==> src/rtl/huff_l0_packer.sv <==
// Packs decoded Huffman symbols into row-wide L0 words, buffers them in a small
// word FIFO and drains that FIFO into the corelet L0 FIFO under l0_full backpressure.
module huff_l0_packer #(
   parameter int row   = 8,
   parameter int bw    = 4,
   parameter int depth = 4
) (
   input  logic                clk,
   input  logic                reset,
   input  logic [bw-1:0]       sym_in,
   input  logic                sym_valid,
   output logic                sym_ready,
   input  logic                flush,
   input  logic                l0_full,
   output logic                l0_wr,
   output logic [row*bw-1:0]   l0_data,
   output logic [15:0]         word_count,
   output logic                busy
);

   localparam int AW = (depth > 1) ? $clog2(depth) : 1;
   localparam int LW = (row > 1) ? $clog2(row) : 1;
   localparam int CW = $clog2(depth + 1);
   localparam int WW = row * bw;

   logic [WW-1:0] acc_q, acc_d;
   logic [LW-1:0] lane_q, lane_d;
   logic          flush_pend_q, flush_pend_d;
   logic [AW-1:0] wr_ptr_q, wr_ptr_d;
   logic [AW-1:0] rd_ptr_q, rd_ptr_d;
   logic [CW-1:0] fifo_cnt_q, fifo_cnt_d;
   logic          l0_wr_q, l0_wr_d;
   logic [WW-1:0] l0_data_q, l0_data_d;
   logic [15:0]   word_count_q, word_count_d;

   logic [WW-1:0] mem [depth];

   logic          fifo_full;
   logic          accept;
   logic          complete;
   logic          has_data;
   logic          pend_eff;
   logic          push;
   logic          pop;
   logic [WW-1:0] acc_ins;

   assign fifo_full = (fifo_cnt_q == CW'(depth));
   assign accept    = sym_valid && !fifo_full && !reset;
   assign complete  = accept && (lane_q == LW'(row - 1));
   assign has_data  = accept || (lane_q != '0);
   assign pend_eff  = flush_pend_q || flush;
   assign push      = complete || (pend_eff && !fifo_full && has_data);
   assign pop       = (fifo_cnt_q != '0) && !l0_full;

   // Current accumulator with this cycle's symbol already dropped into its lane,
   // so a coincident flush or completion pushes the symbol along with the word.
   genvar gi;
   generate
      for (gi = 0; gi < row; gi++) begin : g_lane
         assign acc_ins[gi*bw +: bw] = (accept && (lane_q == LW'(gi))) ?
                                       sym_in : acc_q[gi*bw +: bw];
      end
   endgenerate

   always_comb begin
      acc_d        = acc_ins;
      lane_d       = lane_q;
      flush_pend_d = flush_pend_q;
      wr_ptr_d     = wr_ptr_q;
      rd_ptr_d     = rd_ptr_q;
      fifo_cnt_d   = fifo_cnt_q + CW'(push) - CW'(pop);
      l0_wr_d      = pop;
      l0_data_d    = l0_data_q;
      word_count_d = word_count_q;

      if (push) begin
         acc_d        = '0;
         lane_d       = '0;
         flush_pend_d = 1'b0;
         wr_ptr_d     = wr_ptr_q + AW'(1);
      end else begin
         if (accept) begin
            lane_d = lane_q + LW'(1);
         end
         // A pending flush only survives while there is data and no room for it.
         flush_pend_d = pend_eff && has_data;
      end

      if (pop) begin
         rd_ptr_d     = rd_ptr_q + AW'(1);
         l0_data_d    = mem[rd_ptr_q];
         word_count_d = word_count_q + 16'd1;
      end
   end

   always_ff @(posedge clk) begin
      if (reset) begin
         acc_q        <= '0;
         lane_q       <= '0;
         flush_pend_q <= 1'b0;
         wr_ptr_q     <= '0;
         rd_ptr_q     <= '0;
         fifo_cnt_q   <= '0;
         l0_wr_q      <= 1'b0;
         l0_data_q    <= '0;
         word_count_q <= '0;
      end else begin
         acc_q        <= acc_d;
         lane_q       <= lane_d;
         flush_pend_q <= flush_pend_d;
         wr_ptr_q     <= wr_ptr_d;
         rd_ptr_q     <= rd_ptr_d;
         fifo_cnt_q   <= fifo_cnt_d;
         l0_wr_q      <= l0_wr_d;
         l0_data_q    <= l0_data_d;
         word_count_q <= word_count_d;
      end
   end

   always_ff @(posedge clk) begin
      if (push && !reset) begin
         mem[wr_ptr_q] <= acc_ins;
      end
   end

   assign sym_ready  = !reset && !fifo_full;
   assign l0_wr      = l0_wr_q && !reset;
   assign l0_data    = reset ? '0 : l0_data_q;
   assign word_count = reset ? 16'd0 : word_count_q;
   assign busy       = !reset && ((lane_q != '0) || (fifo_cnt_q != '0) ||
                                  l0_wr_q || flush_pend_q);

endmodule

==> config.mk <==
export PLATFORM = sky130hd
export DESIGN_NAME = huff_l0_packer
export DESIGN_NICKNAME = d
export VERILOG_FILES = /design/src/rtl/huff_l0_packer.sv
export SDC_FILE = /design/constraint.sdc
export NUM_CORES = 1
export LEC_CHECK = 0
export ABC_AREA = 1
export ABC_CLOCK_PERIOD_IN_PS = 7800
export CAP_MARGIN = 5
export CORE_ASPECT_RATIO = 0.9
export CORE_MARGIN = 2
export CORE_UTILIZATION = 35
export CTS_CLUSTER_SIZE = 30
export DETAILED_ROUTE_END_ITERATION = 16
export GPL_TIMING_DRIVEN = 0
export PLACE_DENSITY = 0.57
export SETUP_SLACK_MARGIN = 0.02
export SYNTH_ARGS = -nofsm -noshare
export SYNTH_HDL_FRONTEND = slang
export SYNTH_SLANG_ARGS = --single-unit
==> constraint.sdc <==
create_clock -name clk -period 7.8 [get_ports clk]
set_clock_uncertainty 0.15 [all_clocks]
set_input_delay 1.56 -clock clk [delete_from_list [all_inputs] [get_ports clk]]
set_output_delay 1.56 -clock clk [all_outputs]
set_load 0.01 [all_outputs]
# ---- Yosys cells after proc, flatten, opt, wreduce, memory -nomap -nowiden
# Memories as Yosys holds them, arrays and structs flattened. A register that Yosys moved wholly into a read port is not among the register bits.
# Index checks and enable logic that the tools add are counted.
dict set report word_totals {
  ram_bits 128
  reg_bits 60
  input_bits 9
  memories 1
  out_inout_bits 51
  elab_cells 66
}
# memory depth width read_ports rd_clocked_by_memory_dff wr line_no
set mem_list {}
lappend mem_list {mem 4 32 1 1 1 36} ;# logic [WW-1:0] mem [depth];
dict set report op_classes {
  add_sub_neg 6
  n_eq_ne 8
  reduce_logical 31
  mux 12
}
# operator n
set op_table {}
lappend op_table {{32-bit 2-to-1 mux} 1}
lappend op_table {{4-bit 2-to-1 mux} 8}
lappend op_table {{1-bit logical AND} 18}
lappend op_table {{16-bit by 1-bit adder with 16-bit output, second input constant} 1}
lappend op_table {{16-bit 2-to-1 mux} 1}
lappend op_table {{3-bit == test, second input constant} 5}
lappend op_table {{3-bit by 2-bit == test with 1-bit output, second input constant} 2}
lappend op_table {{1-bit logical OR} 6}
lappend op_table {{3-bit nonzero test} 2}
lappend op_table {{2-bit by 1-bit adder with 2-bit output, second input constant} 2}
lappend op_table {{3-bit by 1-bit adder with 3-bit output} 1}
lappend op_table {{3-bit by 1-bit adder with 3-bit output, second input constant} 1}
lappend op_table {{3-bit by 1-bit == test with 1-bit output, second input constant} 1}
lappend op_table {{1-bit logical NOT} 3}
lappend op_table {{3-bit logical NOT} 1}
lappend op_table {{3-bit by 1-bit subtractor with 3-bit output} 1}
lappend op_table {{1-bit 2-to-1 mux} 2}
lappend op_table {{2-bit OR reduction} 1}

# ---- Longest topological paths before layout
# Gate-level depths: netlist (run 1).
dict set report logic_depth {
  word_depth 10
  depth_mapped 14
  mapped_depth_nobuf 14
}

# ---- Least setup slack after synthesis (run 1)
# Ideal clock, no wire load.
dict set report synth_path {
  kind {input to register}
  from {in reset}
  to {mem mem[0][0] (netlist name) (enable)}
  t_arrival_ns 3.643
  setup_ns 0.421
  path_slack_ns 3.586
  path_buffers 1
  cell_stages 6
  required_time_ns 7.229
  cell_sequence {buf_4 -> nor2_2 -> nand2_2 -> nand2_2 -> nand3_1 -> nor2_1}
}
dict set report synth_via {
  elab_chain_len 8
  elab_cells_between_ends 9
  cone_classes {mux (2); reduce/logical (7)}
}
# item line_no
set synth_lines {}
lappend synth_lines {{from (decl)} 9} ;# input logic reset,
lappend synth_lines {{1-bit logical NOT *} {48, 121}}
lappend synth_lines {{1-bit logical AND} 48} ;# assign accept = sym_valid && !fifo_full && !reset;
lappend synth_lines {{1-bit logical OR} 50} ;# assign has_data = accept || (lane_q != '0);
lappend synth_lines {{1-bit logical AND} 52} ;# assign push = complete || (pend_eff && !fifo_full && has_data);
lappend synth_lines {{1-bit logical OR} 52}
lappend synth_lines {{1-bit logical AND *} 121} ;# if (push && !reset) begin
lappend synth_lines {{1-bit 2-to-1 mux *} 121}
lappend synth_lines {{1-bit 2-to-1 mux (implied by the code) *} 122} ;# mem[wr_ptr_q] <= acc_ins;
lappend synth_lines {{to (decl)} 36}
# Mark *: on every way between the ends. The rest lies on a longest branch, timed or not.

# ---- Final worst setup path (run 1)
dict set report layout_path {
  from {in reset}
  to {out busy}
}
dict set report layout_via {
  elab_chain_len 2
}
# item line_no
set layout_lines {}
lappend layout_lines {{1-bit logical NOT} 130} ;# assign busy = !reset && ((lane_q != '0) || (fifo_cnt_q != '0) ||
lappend layout_lines {{1-bit logical AND} 130}
lappend layout_lines {{to (decl)} 18} ;# output logic busy
# No other way between the ends.

==> results of run 1 <==
==> metrics by stage <==
stage / worst slack (ns) / cells / hold slack [ns]
6_report: 2.91 / 1381 / 0.324
5_1_grt: 2.79 / 1381 / 0.353
4_1_cts: 2.89 / 1381 / 0.327
3_5_place_dp: 2.89 / 1337 / 0.318
3_3_place_gp: 1.93 / 1333 / 0.310
2_1_floorplan: 3.59 / 933 / 0.300
==> worst reg2reg max path, delay by kind of cell (launching register included) <==
kind          cells  cell delay [ns]
fa+ha+maj         2             0.38
buf+inv           1             0.24
flops             1             0.38
simple gates      4             1.35
==> synthesized netlist by cell type <==
master      n
nand2_4     1
nand2_2     5
buf_1       4
o21ai_1     9
inv_2       4
nor2_1    169
nor2_8      1
nand2_1    90
nor2_2      4
buf_2      10
buf_4       3
or2_2       1
inv_1     161
nand4_2     1
nor3_1      6
ha_1       12
o22ai_1    65
o21ai_0    96
nand3_2     6
nand3_1    14
nor2_4      1
clkbuf_1   18
buf_6       3
nand4_1     5
a21oi_1    19
fa_1        1
nand3b_1    1
edfxtp_1  128
inv_4       1
dfxtp_1    92
nor4_1      1
and3_1      1
==> path summary, 6_finish.rpt <==
check	slack, ns	cells past startpoint	start	to
max reg2reg	5.01	7	lane_q[0]$_SDFFE_PP0P_	mem[2][8]$_DFFE_PP_
min	0.32	2	acc_q[30]$_SDFF_PP0_	acc_q[30]$_SDFF_PP0_
max	2.91	5	reset	busy
min reg2reg	0.32	2	acc_q[30]$_SDFF_PP0_	acc_q[30]$_SDFF_PP0_
==> registers in the layout, summed over array words and instances (netlist names) <==
name          count
word_count_q     16
flush_pend_q      1
l0_data_q        32
l0_wr_q           1
rd_ptr_q          2
acc_q            32
wr_ptr_q          2
mem             128
lane_q            3
fifo_cnt_q        3
==> routing by layer <==
| layer | vias up | track usage [%] |
|---|---|---|
| met1 | 2971 | 22.8 |
| met3 | 32 | 2.14 |
| met4 | 0 | 3.91 |
| met2 | 123 | 25.3 |
| met5 | - | 0 |
| li1 | 3264 | - |
==> logic make-up after synthesis <==
kind of cell,share of synthesized area (%)
simple gates,14.5
flops,63.2
buf+inv,9.05
compound gates,11.4
fa+ha+maj,1.89
==> cell type report <==
class                   instances  share of cell area, %
multi-input cells             509                   23.0
plain buffers                  38                   1.72
well taps                     342                   3.89
inverters                     166                   5.69
repair buffers                 62                   6.22
clock inverters                15                   1.80
clock buffers                  29                   5.92
flip-flops and latches        220                   51.7
==> report_power, final <==
part	switching (W)	internal (W)	leakage (nW)
clock	0.000457	0.000757	0.409
combinational	0.000453	0.000261	2.15
sequential	0.0000392	0.00134	1.93
total	0.000948	0.00236	4.49
==> results.cfg, run 1 <==
[route]
drc = 0
wl_um = 21200
wl_met2_um = 9450
drtIter0Drc = 552
wl_met1_um = 10500
wl_per_cell_um = 15.4
dr_wl_met3_um = 918
via_per_inst = 4.63
vias = 6390
antenna_left = 0
first_pass_iters = 5
dr.max_layer_used = met4

[place]
gp_congestion = 0.837
dp_hpwl_um = 14400
port-buffer-count = 58
place_area_mm2 = 0.0101

[power_and_ir_drop]
vdd_drop_max_v = 0.000138
p_total_w = 0.00331
powerDensity_mw_per_mm2 = 301
leakage_nw = 4.49

[clock_network]
cts_hold_buf = 0
clock_latency_ns = 0.51
htreeDepth = 1
clk_pin_slew_ns = 0.06
clockBufferDepth = 3
cts_buffers = 24
cts_setup_buffers = 0
cts_tree = yes
clock-sinks = 220
cts-root-buf = clkbuf_16
cts_resized = 0

[worst_setup_path]
cpMaxStageDelayCell = clkdlybuf4s50_1
path_delay_family = buffers and inverters
startpoint_type = primary input
cp_slowest_stage_delay_ns = 0.49
arrival_ns = 3.18
end_kind = primary output
critPathMaxFanout = 10
critical_path_buf_inv_count = 4
critical_path_class = in -> out
crit_required_ns = 6.09
worstPathCellList = buf_4 > buf_1 > buf_2 > nor2_1 > clkdlybuf4s50_1

[job]
drv_cap = 0

[floorplanning]
rows = 55
die_w_um = 173
pin_count = 60
initial_core_util_pct = 35.7
core_area_mm2 = 0.0252
dieArea_mm2 = 0.0270
die_y_um = 156

[timing]
hold_viol_final = 0
slew_headroom_pct = 52.2
max_slew.worst_pin.slew_ns = 0.717
fin_crit_ns = 4.89
period_share_pct = 62.6
fmax_ghz = 0.205
tns_ns = 0
rsz0062_at_grt = false
setup_viol_count_final = 0
finalMaxSlewViolations = 0

[grt]
gr-usage-all-layers_pct = 15.9
antenna_found_initial = 0
grt_overflow = 0
grt_pass1_vias = 6090
grt_pass1_wl_um = 33800
grt_max_degree = 21

[logic_synthesis]
synth_top_cell_by_area = edfxtp_1
synth_area_per_cell_um2 = 9.64
yosys_register_bits = 220
synth_top_cell_area_share_pct = 42.7
netlist_area_mm2 = 0.00900
yosysSeqAreaShare_pct = 63.2
synth_top_cells_by_area = edfxtp_1 43%, dfxtp_1 20%, nor2_1 7.0%, inv_1 6.7%, o21ai_0 5.3%
synth_cell_types = 32
syn-num-nets = 955
syn_inst = 933
ys_warn_count = 0

[outcome]
status = completed

[worst_hold_path]
hp-class = reg -> reg

[cells_and_area]
synthToLayoutAreaGrowth_pct = 22.1
final_cell_mix = 165 x nor2_1, 161 x inv_1, 128 x edfxtp_1
postLayoutCellArea_mm2 = 0.0110
register_area_mm2 = 0.00569
n_fill_cell = 2437
drive_gt1_share_pct = 7.99
layout.nets = 1043
mostFrequentLayoutCell = nor2_1
fin_util_pct = 43.6
multi_input_area_mm2 = 0.00253
diodes = 0
Power figures use the tool's default switching activity.
==> run 2, diff against run 1 <==
Settings changed: ABC_CLOCK_PERIOD_IN_PS 7800 to 5000.
Clock period 7.8 ns to 5 ns, I/O delays scaled along.
==> results of run 2 <==
The final DEF is identical to that of run 1. Status: completed.
Main changes from that run: setup slack after placement 2.89 ns -> 1.21 ns; setup slack after layout 2.91 ns -> 1.23 ns; register-to-register setup slack 5.01 ns -> 2.21 ns; total power 0.00331 W -> 0.00516 W; worst IR drop on VDD 0.000138 V -> 0.000216 V
